## config.mk

```make
export PLATFORM = sky130hd
export DESIGN_NAME = axis_frame_fifo
export DESIGN_NICKNAME = d
export VERILOG_FILES = /design/src/rtl/axis_image_vip_config.sv /design/src/rtl/axis_geom_checker.sv /design/src/rtl/axis_frame_fifo.sv
export SDC_FILE = /design/constraint.sdc
export NUM_CORES = 1
export LEC_CHECK = 0
export ABC_AREA = 1
export CORE_AREA = 2 2 244 246
export CTS_CLUSTER_DIAMETER = 50
export CTS_CLUSTER_SIZE = 24
export DETAILED_ROUTE_END_ITERATION = 10
export DIE_AREA = 0 0 246 248
export GPL_ROUTABILITY_DRIVEN = 0
export PLACE_DENSITY_LB_ADDON = 0.3
export SLEW_MARGIN = 20
export SYNTH_ARGS = -nofsm -noshare
export SYNTH_HDL_FRONTEND = slang
export SYNTH_SLANG_ARGS = --single-unit
```

## constraint.sdc

```tcl
create_clock -name clk_i -period 4.06 [get_ports clk_i]
set_input_delay 0.406 -clock clk_i [delete_from_list [all_inputs] [get_ports clk_i]]
set_output_delay 0.406 -clock clk_i [all_outputs]
set_load 0.01 [all_outputs]
```

## src/rtl/axis_image_vip_config.sv

```systemverilog
// ============================================================================
//  Module   : axis_image_vip_config (package)
//  Purpose  : Shared configuration for the AXI-Stream image FIFO slice:
//             sink width, frame counter width and the FIFO entry layout.
//  Revision : 1.0 - initial release
// ============================================================================
`default_nettype none

package axis_image_vip_config;

  localparam int SINK_BYTES     = 4;
  localparam int FRAME_CNT_BITS = 16;

  // One FIFO slot: a beat's payload with its sideband flags
  typedef struct packed {
    logic [SINK_BYTES*8-1:0] data;
    logic                    last;
    logic                    user;
  } fifo_entry_t;

endpackage

`default_nettype wire

```

## src/rtl/axis_geom_checker.sv

```systemverilog
// ============================================================================
//  Module   : axis_geom_checker
//  Purpose  : Tracks column/row of accepted input beats and flags line-length
//             and frame-start violations; counts completed frames.
//  Revision : 1.0 - initial release
// ============================================================================
`default_nettype none

module axis_geom_checker
  import axis_image_vip_config::*;
#(
  parameter int IMG_WIDTH  = 8,
  parameter int IMG_HEIGHT = 4
) (
  input  logic                      clk_i,
  input  logic                      rst_i,
  input  logic                      beat_i,
  input  logic                      last_i,
  input  logic                      user_i,
  output logic                      line_err_o,
  output logic                      frame_err_o,
  output logic [FRAME_CNT_BITS-1:0] frame_cnt_o
);

  localparam int c_col_bits = (IMG_WIDTH  > 1) ? $clog2(IMG_WIDTH)  : 1;
  localparam int c_row_bits = (IMG_HEIGHT > 1) ? $clog2(IMG_HEIGHT) : 1;
  localparam logic [c_col_bits-1:0] c_col_last = c_col_bits'(IMG_WIDTH - 1);
  localparam logic [c_row_bits-1:0] c_row_last = c_row_bits'(IMG_HEIGHT - 1);

  logic [c_col_bits-1:0]     r_col;
  logic [c_row_bits-1:0]     r_row;
  logic                      r_line_err;
  logic                      r_frame_err;
  logic [FRAME_CNT_BITS-1:0] r_frame_cnt;

  logic [c_col_bits-1:0] w_col;
  logic [c_row_bits-1:0] w_row;
  logic                  w_line_err;
  logic                  w_frame_err;
  logic                  w_eol;

  // A start-of-frame beat re-anchors itself at (0,0) for the line check
  always_comb begin
    w_col       = user_i ? '0 : r_col;
    w_row       = user_i ? '0 : r_row;
    w_line_err  = last_i ? (w_col != c_col_last) : (w_col == c_col_last);
    w_frame_err = user_i ? ((r_row != '0) || (r_col != '0))
                         : ((r_row == '0) && (r_col == '0));
    w_eol       = last_i || (w_col == c_col_last);
  end

  always_ff @(posedge clk_i) begin
    if (rst_i) begin
      r_col       <= '0;
      r_row       <= '0;
      r_line_err  <= 1'b0;
      r_frame_err <= 1'b0;
      r_frame_cnt <= '0;
    end else begin
      r_line_err  <= beat_i & w_line_err;
      r_frame_err <= beat_i & w_frame_err;
      if (beat_i) begin
        r_col <= w_eol ? '0 : w_col + 1'b1;
        if (last_i) begin
          if (w_row == c_row_last) begin
            r_row       <= '0;
            r_frame_cnt <= r_frame_cnt + 1'b1;
          end else begin
            r_row <= w_row + 1'b1;
          end
        end else begin
          r_row <= w_row;
        end
      end
    end
  end

  assign line_err_o  = r_line_err;
  assign frame_err_o = r_frame_err;
  assign frame_cnt_o = r_frame_cnt;

endmodule

`default_nettype wire

```

## src/rtl/axis_frame_fifo.sv

```systemverilog
// ============================================================================
//  Module   : axis_frame_fifo
//  Purpose  : First-word-fall-through AXI-Stream FIFO with optional video
//             geometry checker (enabled by AXIS_FRAME_FIFO_CHECK_EN).
//  Revision : 1.0 - initial release
// ============================================================================
`default_nettype none

module axis_frame_fifo
  import axis_image_vip_config::*;
#(
  parameter int DEPTH      = 16,
  parameter int DATA_BITS  = SINK_BYTES * 8,
  parameter int IMG_WIDTH  = 8,
  parameter int IMG_HEIGHT = 4
) (
  input  logic                      clk_i,
  input  logic                      rst_i,
  input  logic [DATA_BITS-1:0]      axis_s_data_i,
  input  logic                      axis_s_valid_i,
  output logic                      axis_s_ready_o,
  input  logic                      axis_s_last_i,
  input  logic                      axis_s_user_i,
  output logic [DATA_BITS-1:0]      axis_m_data_o,
  output logic                      axis_m_valid_o,
  input  logic                      axis_m_ready_i,
  output logic                      axis_m_last_o,
  output logic                      axis_m_user_o,
  output logic [$clog2(DEPTH):0]    level_o,
  output logic                      line_err_o,
  output logic                      frame_err_o,
  output logic [FRAME_CNT_BITS-1:0] frame_cnt_o
);

  localparam int c_addr_bits = $clog2(DEPTH);
  localparam logic [c_addr_bits:0] c_full = DEPTH[c_addr_bits:0];

  fifo_entry_t            r_mem [DEPTH];
  logic [c_addr_bits-1:0] r_wr_ptr;
  logic [c_addr_bits-1:0] r_rd_ptr;
  logic [c_addr_bits:0]   r_level;

  logic        w_push;
  logic        w_pop;
  fifo_entry_t w_wr_entry;
  fifo_entry_t w_rd_entry;

  // Ready is held low while reset is applied, independent of the stale level
  assign axis_s_ready_o = !rst_i && (r_level != c_full);
  assign axis_m_valid_o = (r_level != '0);
  assign w_push         = axis_s_valid_i & axis_s_ready_o;
  assign w_pop          = axis_m_valid_o & axis_m_ready_i;

  always_comb begin
    w_wr_entry      = '0;
    w_wr_entry.data = axis_s_data_i;
    w_wr_entry.last = axis_s_last_i;
    w_wr_entry.user = axis_s_user_i;
  end

  always_ff @(posedge clk_i) begin
    if (w_push) begin
      r_mem[r_wr_ptr] <= w_wr_entry;
    end
  end

  // Pointers wrap naturally because DEPTH is a power of two
  always_ff @(posedge clk_i) begin
    if (rst_i) begin
      r_wr_ptr <= '0;
      r_rd_ptr <= '0;
      r_level  <= '0;
    end else begin
      if (w_push) r_wr_ptr <= r_wr_ptr + 1'b1;
      if (w_pop)  r_rd_ptr <= r_rd_ptr + 1'b1;
      case ({w_push, w_pop})
        2'b10:   r_level <= r_level + 1'b1;
        2'b01:   r_level <= r_level - 1'b1;
        default: r_level <= r_level;
      endcase
    end
  end

  assign w_rd_entry    = r_mem[r_rd_ptr];
  assign axis_m_data_o = w_rd_entry.data;
  assign axis_m_last_o = w_rd_entry.last;
  assign axis_m_user_o = w_rd_entry.user;
  assign level_o       = r_level;

`ifdef AXIS_FRAME_FIFO_CHECK_EN
  axis_geom_checker #(
    .IMG_WIDTH  (IMG_WIDTH),
    .IMG_HEIGHT (IMG_HEIGHT)
  ) u_geom_checker (
    .clk_i       (clk_i),
    .rst_i       (rst_i),
    .beat_i      (w_push),
    .last_i      (axis_s_last_i),
    .user_i      (axis_s_user_i),
    .line_err_o  (line_err_o),
    .frame_err_o (frame_err_o),
    .frame_cnt_o (frame_cnt_o)
  );
`else
  assign line_err_o  = 1'b0;
  assign frame_err_o = 1'b0;
  assign frame_cnt_o = '0;
`endif

endmodule

`default_nettype wire

```

==> impl_metrics.json <==
{
  "wl_per_cell_um": 20.5,
  "initial_core_util": 0.395,
  "netlist_area_mm2": 0.0231,
  "crit_slowest_cell": "dfxtp_4",
  "finalCriticalPeriod_ns": 3.53,
  "grt_pass1_wl_um": 82600,
  "timing.rr.start": "level_o[1]",
  "synthCells": 1875,
  "final_nets": 1979,
  "drt_iter0_drc": 1652,
  "grt.overflow.total": 0,
  "p_leak_nw": 9.41,
  "first_pass_iters": 5,
  "ys_ff_latch": 561,
  "endpoint_kind": "output pin",
  "fin_tns_setup_ns": 0,
  "maxCapViolations": 0,
  "die-area_mm2": 0.0610,
  "fin_hold_ws_ns": 0.495,
  "synth.avg_cell_area_um2": 12.3,
  "final_util": 0.455,
  "hp-class": "flip-flop to flip-flop",
  "synth_cell_type_count": 23,
  "path_max_fanout": 48,
  "area_delta_synth_final_pct": 15.3,
  "post-place-ws_ns": 0.752,
  "cts_inserted_buffers": 46,
  "path_clk_slew_ns": 0.07,
  "status": "finished clean",
  "crit_chain": "buf_4 -> o211ai_1 -> nand3_1 -> nand3_1 -> nand2_1 -> clkdlybuf4s50_1",
  "fmax_ghz": 0.283,
  "power.total_mw": 15.4,
  "required_ns": 3.65,
  "fin_ws_ns": 0.532,
  "num_io_pins": 97,
  "tightest_slew_ns": 1.00,
  "drive_above_1_share": 0.0752,
  "final-setup-viol-count": 0,
  "min_from": "r_rd_ptr[3]",
  "grt_use_total": 0.182,
  "synth-edff-count": 544,
  "ir_drop_mv": 0.405,
  "fp.dieW_um": 246,
  "ant_nets": 0,
  "timing.critical_path.buf_inv": 2,
  "grt_start_max_net_pins": 102,
  "portBuffers": 78,
  "core_area_mm2": 0.0585,
  "num_rows": 89,
  "clock_sinks": 561,
  "cp_slowest_stage_delay_ns": 0.79,
  "cpMostUsedCell": "nand3_1",
  "async_flop_share": 0,
  "rsz0062_at_grt": "no",
  "fin_skew_ns": 0.0357,
  "post_cts_buffers": 0,
  "insertion_delay_ns": 0.60,
  "grt_pass1_vias": 12904,
  "cts_resized": 0,
  "cp-start-kind": "flip-flop",
  "n_antenna_cell": 0,
  "cts.path.max_buffers": 3,
  "relSlewSlack": 0.330,
  "powerDensity_mw_per_mm2": 578,
  "die_h_um": 248,
  "slew_viol_final": 0,
  "yosysSeqAreaShare": 0.723,
  "cts-root-buf": "clkbuf_16",
  "hold_violations": 0,
  "holdBufCountCts": 0,
  "post-route-period-util": 0.869,
  "synth_ff_type": "edfxtp_1",
  "cp.arrival_ns": 3.12,
  "routed_wl_um": 56100,
  "h-tree-depth": 2,
  "remaining_drc_errors": 0,
  "critPathTopFamily": "buffers and inverters",
  "antenna_found_initial": 0,
  "cts_tree": "built",
  "yosysWarnings": 0,
  "vias": 14186,
  "hpwlAfterDp_um": 34600,
  "crit_type": "flip-flop to output pin",
  "routed_via_density": 5.18
}
cells in the mapped netlist (2+ instances only):
library cell  count  area, um2
buf_2            50        250
xor2_1            4       35.0
o21ai_0         141        706
buf_1            13       48.8
xnor2_1           2       17.5
nor2_1           23       86.3
nand2_1         207        777
o211ai_1        136       1020
clkbuf_1         31        116
nand3_1         213       1070
buf_4            35        263
inv_1           294       1100
dfxtp_1          17        340
nand4_1           2       12.5
ha_1              9        113
buf_6             2       22.5
edfxtp_1        544      16300
a21oi_1         147        736
layout by cell type (no fill, tap or decap), drive strengths merged:
cell type	instances
edfxtp	544
inv	313
nand3	213
nand2	207
a21oi	147
o21ai	141
o211ai	136
clkdlybuf4s50	78
clkbuf	47
buf	45
nor2	23
conb	18
dfxtp	17
clkinv	11
ha	9
bufinv	9
xor2	4
nand4	2
xnor2	2
o21bai	1
nand3b	1
through the flow:
step | std cells | cell area, um2
after floorplan | 1892 | 23100
after global routing | 2741 | 26600
after detailed placement | 2657 | 24900
after global placement | 2657 | 24900
after CTS | 2741 | 26600
final | 2741 | 26600
cell type report:
type                    instances  area (um2)
clock buffers                  47        1180
clock inverters                37         572
fillers                      5179       31800
inverters                     296        1110
multi-input cells             904        4770
flip-flops and latches        561       16700
well taps                     773         967
repair buffers                123        1330
flip-flops by register name, summed over array words and instances, names as in the netlist, named ones only:
| name | count |
|---|---|
| r_mem | 544 |
| r_rd_ptr | 4 |
| r_wr_ptr | 4 |
| level_o | 5 |
per-layer routing:
metal  share of wire  up-vias  routed length [um]  track usage
met5               0        -                   0            0
met4           0.015        0                 861       0.0389
met3           0.073       53                4070       0.0308
met2            0.45      526               25200        0.273
met1            0.46     6906               25900        0.278
li1                -     6701                   -            -
path summary, 6_finish.rpt:
kind / to / slack [ns] / cells past startpoint
worst min register to register: flip-flop / 0.49 / 2
worst max-delay path: axis_m_user_o / 0.53 / 6
worst min-delay path: flip-flop / 0.49 / 2
worst max register to register: r_mem[12][18] / 1.40 / 7
logic make-up after synthesis:
family          count (synthesis)  synth area share
compound gates                425             0.107
xor+xnor                        6           0.00228
fa+ha+maj                       9           0.00488
buf+inv                       427            0.0785
flops                         561             0.723
other cells                     1          0.000163
simple gates                  446            0.0845
worst register-to-register path, stage by stage, from the launching register on:
cell and delay, ns:
dfxtp_1 0.44, inv_1 0.12, nand4_1 0.13, nand3_1 0.23, inv_1 0.30, nand2_1 0.31, nor2_4 0.59, buf_12 0.25
power breakdown:
group / switching, mW / total (mW) / internal, mW
clock network: 2.27 / 5.08 / 2.81
logic: 2.28 / 3.67 / 1.40
registers: 0.172 / 6.63 / 6.46
Power figures use the tool's default switching activity.
